**config.mk**
```make
export PLATFORM = sky130hd
export DESIGN_NAME = func_code_capture
export DESIGN_NICKNAME = d
export VERILOG_FILES = /design/src/rtl/func_code_capture.sv
export SDC_FILE = /design/constraint.sdc
export NUM_CORES = 1
export LEC_CHECK = 0
export ABC_AREA = 1
export CORE_MARGIN = 2
export CORE_UTILIZATION = 57
export DETAILED_ROUTE_END_ITERATION = 8
export PLACE_DENSITY = 0.88
export SYNTH_ARGS = -nofsm -noshare
export SYNTH_HDL_FRONTEND = slang
export SYNTH_SLANG_ARGS = --single-unit
```
**constraint.sdc**
```tcl
create_clock -name clk -period 1.6 [get_ports clk]
set_clock_uncertainty 0.1 [all_clocks]
set_input_delay 0.48 -clock clk [delete_from_list [all_inputs] [get_ports clk]]
set_output_delay 0.48 -clock clk [all_outputs]
set_load 0.01 [all_outputs]
```
**src/rtl/func_code_capture.sv**
```systemverilog
// rtl/func_code_capture.sv - debounced capture of function code and interface select
//
// Purpose: synchronizes the raw switches, confirm button and clear request,
// debounces the confirm button, and on a confirmed press latches the switch
// code (a, b, c) and interface select (d) for the downstream router. An
// optional hold timer returns the outputs to the cleared code.
//
// Ports:
//   clk            system clock, rising edge
//   reset          synchronous active-high reset
//   sw[2:0]        raw function-code switches (sw[0]->a, sw[1]->b, sw[2]->c)
//   sel_sw         raw interface-select switch (->d)
//   btn_ok         raw confirm button, active-high
//   clr            raw clear request, level, active-high
//   a, b, c, d     registered code and select to the router
//   valid          high while a captured code is held
//   load_pulse     one-cycle pulse when a new code is loaded
//   timeout_pulse  one-cycle pulse when the hold timer clears the code

module func_code_capture #(
  parameter int unsigned DEBOUNCE_CYCLES = 4,
  parameter int unsigned HOLD_CYCLES     = 0
) (
  input  logic       clk,
  input  logic       reset,
  input  logic [2:0] sw,
  input  logic       sel_sw,
  input  logic       btn_ok,
  input  logic       clr,
  output logic       a,
  output logic       b,
  output logic       c,
  output logic       d,
  output logic       valid,
  output logic       load_pulse,
  output logic       timeout_pulse
);

  typedef enum logic [1:0] {
    IDLE         = 2'd0,
    PRESS_WAIT   = 2'd1,
    RELEASE_WAIT = 2'd2
  } state_e;

  localparam logic [15:0] DEB_TARGET = 16'(DEBOUNCE_CYCLES);
  localparam logic [15:0] DEB_LAST   = 16'(DEBOUNCE_CYCLES - 1);
  localparam logic [23:0] HOLD_LAST  = 24'(HOLD_CYCLES - 1);
  localparam bit          HOLD_EN    = (HOLD_CYCLES != 0);

  // Two-flop synchronizers; *_meta_q is the first stage.
  logic [2:0] sw_meta_q, sw_s;
  logic       sel_meta_q, sel_s;
  logic       btn_meta_q, btn_s;
  logic       clr_meta_q, clr_s;

  state_e      state_q, state_d;
  logic [15:0] deb_cnt_q, deb_cnt_d;
  logic [23:0] hold_cnt_q, hold_cnt_d;
  logic [3:0]  code_q, code_d;      // {d, c, b, a}
  logic        valid_q, valid_d;
  logic        load_q, load_d;
  logic        tmo_q, tmo_d;
  logic        accept;

  always_comb begin
    state_d    = state_q;
    deb_cnt_d  = deb_cnt_q;
    hold_cnt_d = hold_cnt_q;
    code_d     = code_q;
    valid_d    = valid_q;
    load_d     = 1'b0;
    tmo_d      = 1'b0;
    accept     = 1'b0;

    case (state_q)
      IDLE: begin
        if (btn_s) begin
          state_d   = PRESS_WAIT;
          deb_cnt_d = 16'd1;
        end
      end
      PRESS_WAIT: begin
        if (!btn_s) begin
          // Glitch: drop back without touching the outputs.
          state_d   = IDLE;
          deb_cnt_d = 16'd0;
        end else if (deb_cnt_q >= DEB_TARGET) begin
          accept = 1'b1;
        end else begin
          deb_cnt_d = deb_cnt_q + 16'd1;
        end
      end
      RELEASE_WAIT: begin
        // Only a full run of low samples re-arms; a held button never retriggers.
        if (btn_s) begin
          deb_cnt_d = 16'd0;
        end else if (deb_cnt_q == DEB_LAST) begin
          state_d   = IDLE;
          deb_cnt_d = 16'd0;
        end else begin
          deb_cnt_d = deb_cnt_q + 16'd1;
        end
      end
      default: begin
        state_d   = IDLE;
        deb_cnt_d = 16'd0;
      end
    endcase

    // Hold timer: outputs stay valid for exactly HOLD_CYCLES edges after a load.
    if (HOLD_EN && valid_q) begin
      if (hold_cnt_q == HOLD_LAST) begin
        code_d     = 4'd0;
        valid_d    = 1'b0;
        tmo_d      = 1'b1;
        hold_cnt_d = 24'd0;
      end else begin
        hold_cnt_d = hold_cnt_q + 24'd1;
      end
    end

    // Accept overrides a coincident timeout.
    if (accept) begin
      code_d     = {sel_s, sw_s};
      valid_d    = 1'b1;
      load_d     = 1'b1;
      tmo_d      = 1'b0;
      hold_cnt_d = 24'd0;
      deb_cnt_d  = 16'd0;
      state_d    = RELEASE_WAIT;
    end

    // Clear overrides everything; parking in RELEASE_WAIT blocks re-capture of a held button.
    if (clr_s) begin
      code_d     = 4'd0;
      valid_d    = 1'b0;
      load_d     = 1'b0;
      tmo_d      = 1'b0;
      hold_cnt_d = 24'd0;
      deb_cnt_d  = 16'd0;
      state_d    = RELEASE_WAIT;
    end
  end

  always_ff @(posedge clk) begin
    if (reset) begin
      sw_meta_q  <= 3'd0;
      sw_s       <= 3'd0;
      sel_meta_q <= 1'b0;
      sel_s      <= 1'b0;
      btn_meta_q <= 1'b0;
      btn_s      <= 1'b0;
      clr_meta_q <= 1'b0;
      clr_s      <= 1'b0;
      state_q    <= IDLE;
      deb_cnt_q  <= 16'd0;
      hold_cnt_q <= 24'd0;
      code_q     <= 4'd0;
      valid_q    <= 1'b0;
      load_q     <= 1'b0;
      tmo_q      <= 1'b0;
    end else begin
      sw_meta_q  <= sw;
      sw_s       <= sw_meta_q;
      sel_meta_q <= sel_sw;
      sel_s      <= sel_meta_q;
      btn_meta_q <= btn_ok;
      btn_s      <= btn_meta_q;
      clr_meta_q <= clr;
      clr_s      <= clr_meta_q;
      state_q    <= state_d;
      deb_cnt_q  <= deb_cnt_d;
      hold_cnt_q <= hold_cnt_d;
      code_q     <= code_d;
      valid_q    <= valid_d;
      load_q     <= load_d;
      tmo_q      <= tmo_d;
    end
  end

  assign a             = code_q[0];
  assign b             = code_q[1];
  assign c             = code_q[2];
  assign d             = code_q[3];
  assign valid         = valid_q;
  assign load_pulse    = load_q;
  assign timeout_pulse = tmo_q;

endmodule
```
==> results of run 1 <==
power breakdown:
group | leakage (nW) | switching (W) | total [W] | internal, W
sequential | 0.298 | 0.0000146 | 0.000933 | 0.000918
combinational | 0.624 | 0.000160 | 0.000251 | 0.0000906
clock | 0.0274 | 0.000336 | 0.000509 | 0.000173
path summary, 6_finish.rpt:
path / endpoint / from / slack, ps
worst max register to register: deb_cnt_q[0] / deb_cnt_q[15] / 90
worst min register to register: sw_s[2] / sw_meta_q[2] / 310
worst max-delay path: valid / valid / 50
worst min-delay path: sw_s[2] / sw_meta_q[2] / 310
layout by cell type (no fill, tap or decap), drive strengths merged:
cell type	count
a21oi	15
and2	1
buf	13
clkbuf	5
clkdlybuf4s15	2
clkdlybuf4s50	7
clkinv	1
clkinvlp	2
conb	1
dfxtp	36
dlygate4sd2	4
ha	2
inv	37
nand2	75
nand3	20
nand4	14
nor2	50
nor3	1
o21bai	4
or2	3
registers in the layout, indices dropped and copies added (netlist names):
| name | flops |
|---|---|
| sel_meta_q | 1 |
| deb_cnt_q | 16 |
| sel_s | 1 |
| clr_meta_q | 1 |
| clr_s | 1 |
| btn_meta_q | 1 |
| code_q | 4 |
| valid | 1 |
| sw_s | 3 |
| state_q | 2 |
| sw_meta_q | 3 |
| load_pulse | 1 |
| btn_s | 1 |
through the flow:
step	TNS [ps]	utilization	std cells
floorplan	0	-	265
global placement	-469	0.657	331
detailed placement	-796	0.657	331
CTS	0	0.674	339
global route	-35.1	0.683	339
finish	0	0.683	339
kinds of logic after synthesis:
family                     synth area share
other                               0.00196
and+or+nand+nor                       0.422
adders and majority gates            0.0131
DFF                                   0.377
buffers and inverters                0.0989
AOI/OAI and AO/OA                    0.0864
routing by layer:
layer,track usage,up-vias,part of all wire
met5,0,-,0
met2,0.439,26,0.53
met3,0.0559,5,0.025
met4,0.100,0,0.015
met1,0.232,794,0.43
li1,-,876,-
what timing repair did:
item,4_1_cts,5_1_grt
pin swaps,0,0
gates cloned,0,0
setup endpoints to repair,6,14
gates resized for setup,6,15
cell type report:
cell class,instances,area [um2]
well taps,46,57.6
fillers,266,1040
clock buffers,5,37.5
flip-flops and latches,36,732
clock inverters,3,23.8
multi-input cells,186,1020
repair buffers,26,235
inverters,37,139
==> impl_results.md, run 1 <==
- Largest net degree at the start of global routing: 15
- Routed wire length: 3.85 mm
- Syn Inst Count: 265
- Residual DRC: 0
- Avg Inst Size Synth: 7.21 um2
- IO Count: 15
- Yosys reg bits: 36
- Pre-CTS WS: -68.2 ps
- TritonCTS Buffers: 5
- Post-synth top cells: 62 x nand2_1, 38 x nor2_1, 36 x dfxtp_1
- Initial antenna violation count: 0
- Die area: 3830 um2
- Final HPWL DP: 2.92 mm
- FP Rows: 21
- Cell area after technology mapping: 1910 um2
- Initial drt markers: 58
- Layout cells sized above 1: 0.259
- Post-Syn Nets: 275
- Total grt overflow: 0
- Antenna-violating nets left: 0
- Vias: 1701
- Yosys warns: 0
- Pwr Total: 0.00169 W
- Max VDD drop: 668 uV
- Cts hold-fix bufs: 0
- Critical path required time: 1020 ps
- Routed WL per cell: 11.4 um
- Worst-path cell chain: dlygate4sd2_1
- TritonCTS clock tree: yes
- Reg2reg path depth: 7
- CTS Buffer Depth: 2
- Worst stage delay on the critical path: 360 ps
- Final Slew Violations: 0
- HP Class: reg -> reg
- Pleak: 0.949 nW
- Post-route cell area: 2240 um2
- Max stage delay cell, worst path: dfxtp_1
- Hold Path Cell Cnt: 2
- Post-CTS Setup Bufs: 0
- Count leader, synth: nand2_1
- Clock Latency Late Sink: 350 ps
- Crit path depth: 1
- ANT cells: 0
- GP Congestion: 0.814
- CP Capture Type: primary output
- Final nets: 302
- Layout area overhead: 17.4%
- Max Cap Viol: 0
- Largest cells by area after synthesis: dfxtp_1 38%, nand2_1 12%, nor2_1 7.5%
- Worst setup path category: reg -> out
- Die Wd: 61.9 um
- Final hold violation count: 0
- WP buf/inv: 1
- Cell Area, Placed: 2160 um2
- First-pass GRT wire length: 6.47 mm
- Vias in the first global route: 1664
- Fmax: 644 MHz
- Yosys top cell area share: 0.377
- Root buffer cell: clkbuf_4
- Post-synth top area cell: dfxtp_1
- Worst setup margin: 48.2 ps
- Post-synth EDFFs: 0
- CP Data Arrival Time: 970 ps
- GRT Util Overall: 0.229
- Critical path launch point type: flip-flop
- Register area share after synthesis: 0.377
- Fraction of registers with async set/reset: 0
- Fin crit share: 0.970
- # clock sinks: 36
- Port bufs: 13
- Post-route minimum period: 1550 ps
- Final setup fails: 0
- Max FO, Critical Path: 2
- Hold slack: 312 ps
- Clock-pin slew on the worst setup and hold paths: 120 ps
- H-tree depth: 2
- Die Ht: 61.9 um
- Delay-heaviest family, CP: flip-flops
- RSZ-0062 raised after global routing: true
- Core Footprint: 3280 um2
- Initial core utilization: 0.582
- Pwr Density: 755 nW/um2
- Synth Flop Type: dfxtp_1
- Synth unique cells: 27
- Via-to-Cell Ratio: 5.02
- Outcome: completed
- DR pass1 iterations: 4
Power figures use the tool's default switching activity.
==> run 2, diff against run 1 <==
CORE_UTILIZATION = 52   (was 57)
PLACE_DENSITY = 0.85   (was 0.88)
SKIP_LAST_GASP = 1   (was unset)
clock period = 1.3 ns   (was 1.6 ns; I/O delays follow)
==> run 2 against run 1 <==
Compared with the run above: the flow now finishes with violations (negative setup slack); final cell count up 14%; die area up 9.0%; worst setup slack worse by 250 ps; via count up 13%; largest cell class unchanged; highest routed layer unchanged.
==> impl_results.md, run 2 (synthesis gave the netlist of run 1 again) <==
- Layout fillers: 266
- Die area: 4180 um2
- CP Capture Type: flip-flop
- Initial drt markers: 109
- Commonest non-fill, non-tap cell in the layout: nand2_1
- Psw: 0.000690 W
- Switching share of power: 0.268
- Largest Register: deb_cnt_q
- Outcome: finished, violations left
- Commonest non-fill, non-tap cells in the layout: 50 x nand2_1, 46 x buf_4, 31 x inv_1
- Worst setup path category: reg -> reg
- Vias: 1915
- First-pass GRT wire length: 7.45 mm
- Initial antenna violation count: 0
- Most used cell, CP: nand2_8
- DR pass1 iterations: 4
- Clock-pin slew on the worst setup and hold paths: 80 ps
- Final HPWL DP: 3.11 mm
- Critical path required time: 1380 ps
- Worst setup margin: -202 ps
- Pint: 0.00188 W
- Fin crit share: 1.16
- # clock sinks: 36
- Max Cap Viol: 0
- Critical path launch point type: flip-flop
- Total grt overflow: 0
- Pre-CTS WS: -314 ps
- GP Congestion: 0.835
- R2R Path Start: deb_cnt_q[12]
- Worst setup path endpoint: deb_cnt_q[7]
- Layout Utilization: 0.776
- Final nets: 346
- Port bufs: 13
- Layout cells sized above 1: 0.484
- Worst-path cell chain: nor2_2 > nand2_2 > nor2_4 > nand2_4 > nand2_8 > nand2_8 > o21bai_4 > nor2_1
- Initial core utilization: 0.530
- Worst stage delay on the critical path: 330 ps
- Max stage delay cell, worst path: dfxtp_2
- Cts hold-fix bufs: 0
- Sequential power share: 0.446
- IO Count: 15
- Clock Power Share: 0.376
- Max reg flops: 16
- Fmax: 666 MHz
- Routed WL per cell: 12.5 um
- Final hold violation count: 0
- Residual DRC: 0
- Failing checks: negative setup slack
- CP Launch Point: deb_cnt_q[12]
- R2r setup slk: -200 ps
- Max VDD drop: 1220 uV
- Clock Latency Late Sink: 290 ps
- Routed wire length: 4.80 mm
- Final setup fails: 24
- Root buffer cell: clkbuf_8
- H-tree depth: 2
- HP Class: reg -> reg
- RSZ-0062 raised after global routing: true
- Final Slew Violations: 0
- Antenna-violating nets left: 0
- Vias in the first global route: 1733
- Layout area overhead: 46.5%
- Biggest regs: deb_cnt_q (16), code_q (4)
- Largest net degree at the start of global routing: 15
- Combinational power share: 0.178
- TritonCTS clock tree: yes
- Post-route minimum period: 1500 ps
- CP Data Arrival Time: 1590 ps
- Die Ht: 64.6 um
- GRT Util Overall: 0.232
- Pleak: 1.24 nW
- R2r endpoint: deb_cnt_q[7]
- ANT cells: 0
- Core Footprint: 3610 um2
- Max FO, Critical Path: 7
- CTS Buffer Depth: 2
- Die Wd: 64.6 um
- Reg2reg path depth: 8
- TritonCTS Buffers: 5
- FP Rows: 22
- TNS Setup: -3940 ps
- Pwr Density: 920 nW/um2
- Via-to-Cell Ratio: 4.97
run 2: how the worst min path moves through the flow:
stage          slack (ps)    startpoint  cells past startpoint       to
2_1_floorplan         290    btn_meta_q                      2    btn_s
3_3_place_gp          290  sw_meta_q[0]                      2  sw_s[0]
3_5_place_dp          300  sw_meta_q[1]                      2  sw_s[1]
4_1_cts               300    btn_meta_q                      2    btn_s
5_1_grt               320    btn_meta_q                      2    btn_s
6_report              300    btn_meta_q                      2    btn_s
run 2: layer usage:
| metal | wire length, um | vias to the layer above | global-route usage |
|---|---|---|---|
| li1 | - | 973 | - |
| met1 | 1950 | 885 | 0.263 |
| met2 | 2530 | 45 | 0.418 |
| met3 | 185 | 12 | 0.0538 |
| met4 | 125 | 0 | 0.0904 |
| met5 | 0 | - | 0 |
run 2: metrics by stage:
stage	cells	area (um2)	hold WS [ps]	power (W)
final	385	2800	299	0.00257
after floorplan	265	1940	288	0.00141
after global routing	385	2800	316	0.00266
after global placement	364	2420	289	0.00151
after detailed placement	364	2420	298	0.00152
after CTS	376	2570	304	0.00249
run 2: cell type report:
type                       instances  area (um2)  share of cell area
tap                               48        60.1              0.0215
inverter                          37         143              0.0510
sequential                        36         748               0.267
multi-input combinational        188        1180               0.423
clock buffer                       6        72.6              0.0259
timing repair buffer              68         556               0.198
clock inverter                     2        35.0              0.0125
run 2: power by group through the flow:
stage | Sequential, W | Combinational, W | Clock (W)
after global routing | 0.00115 | 0.000493 | 0.00101
after global placement | 0.00117 | 0.000337 | 0
after detailed placement | 0.00117 | 0.000346 | 0
after floorplan | 0.00117 | 0.000243 | 0
after CTS | 0.00115 | 0.000365 | 0.000982
final | 0.00115 | 0.000459 | 0.000967
run 2: critical path, delay by kind of cell (launching register included):
kind | cells | cell delay, ps
compound gates | 1 | 190
flops | 1 | 330
simple gates | 7 | 780
run 2: repair_timing:
action	CTS	global route
endpoints found under the setup margin	30	25
gates cloned	1	1
setup buffers	3	8
gates resized for setup	34	49
pin swaps	5	33
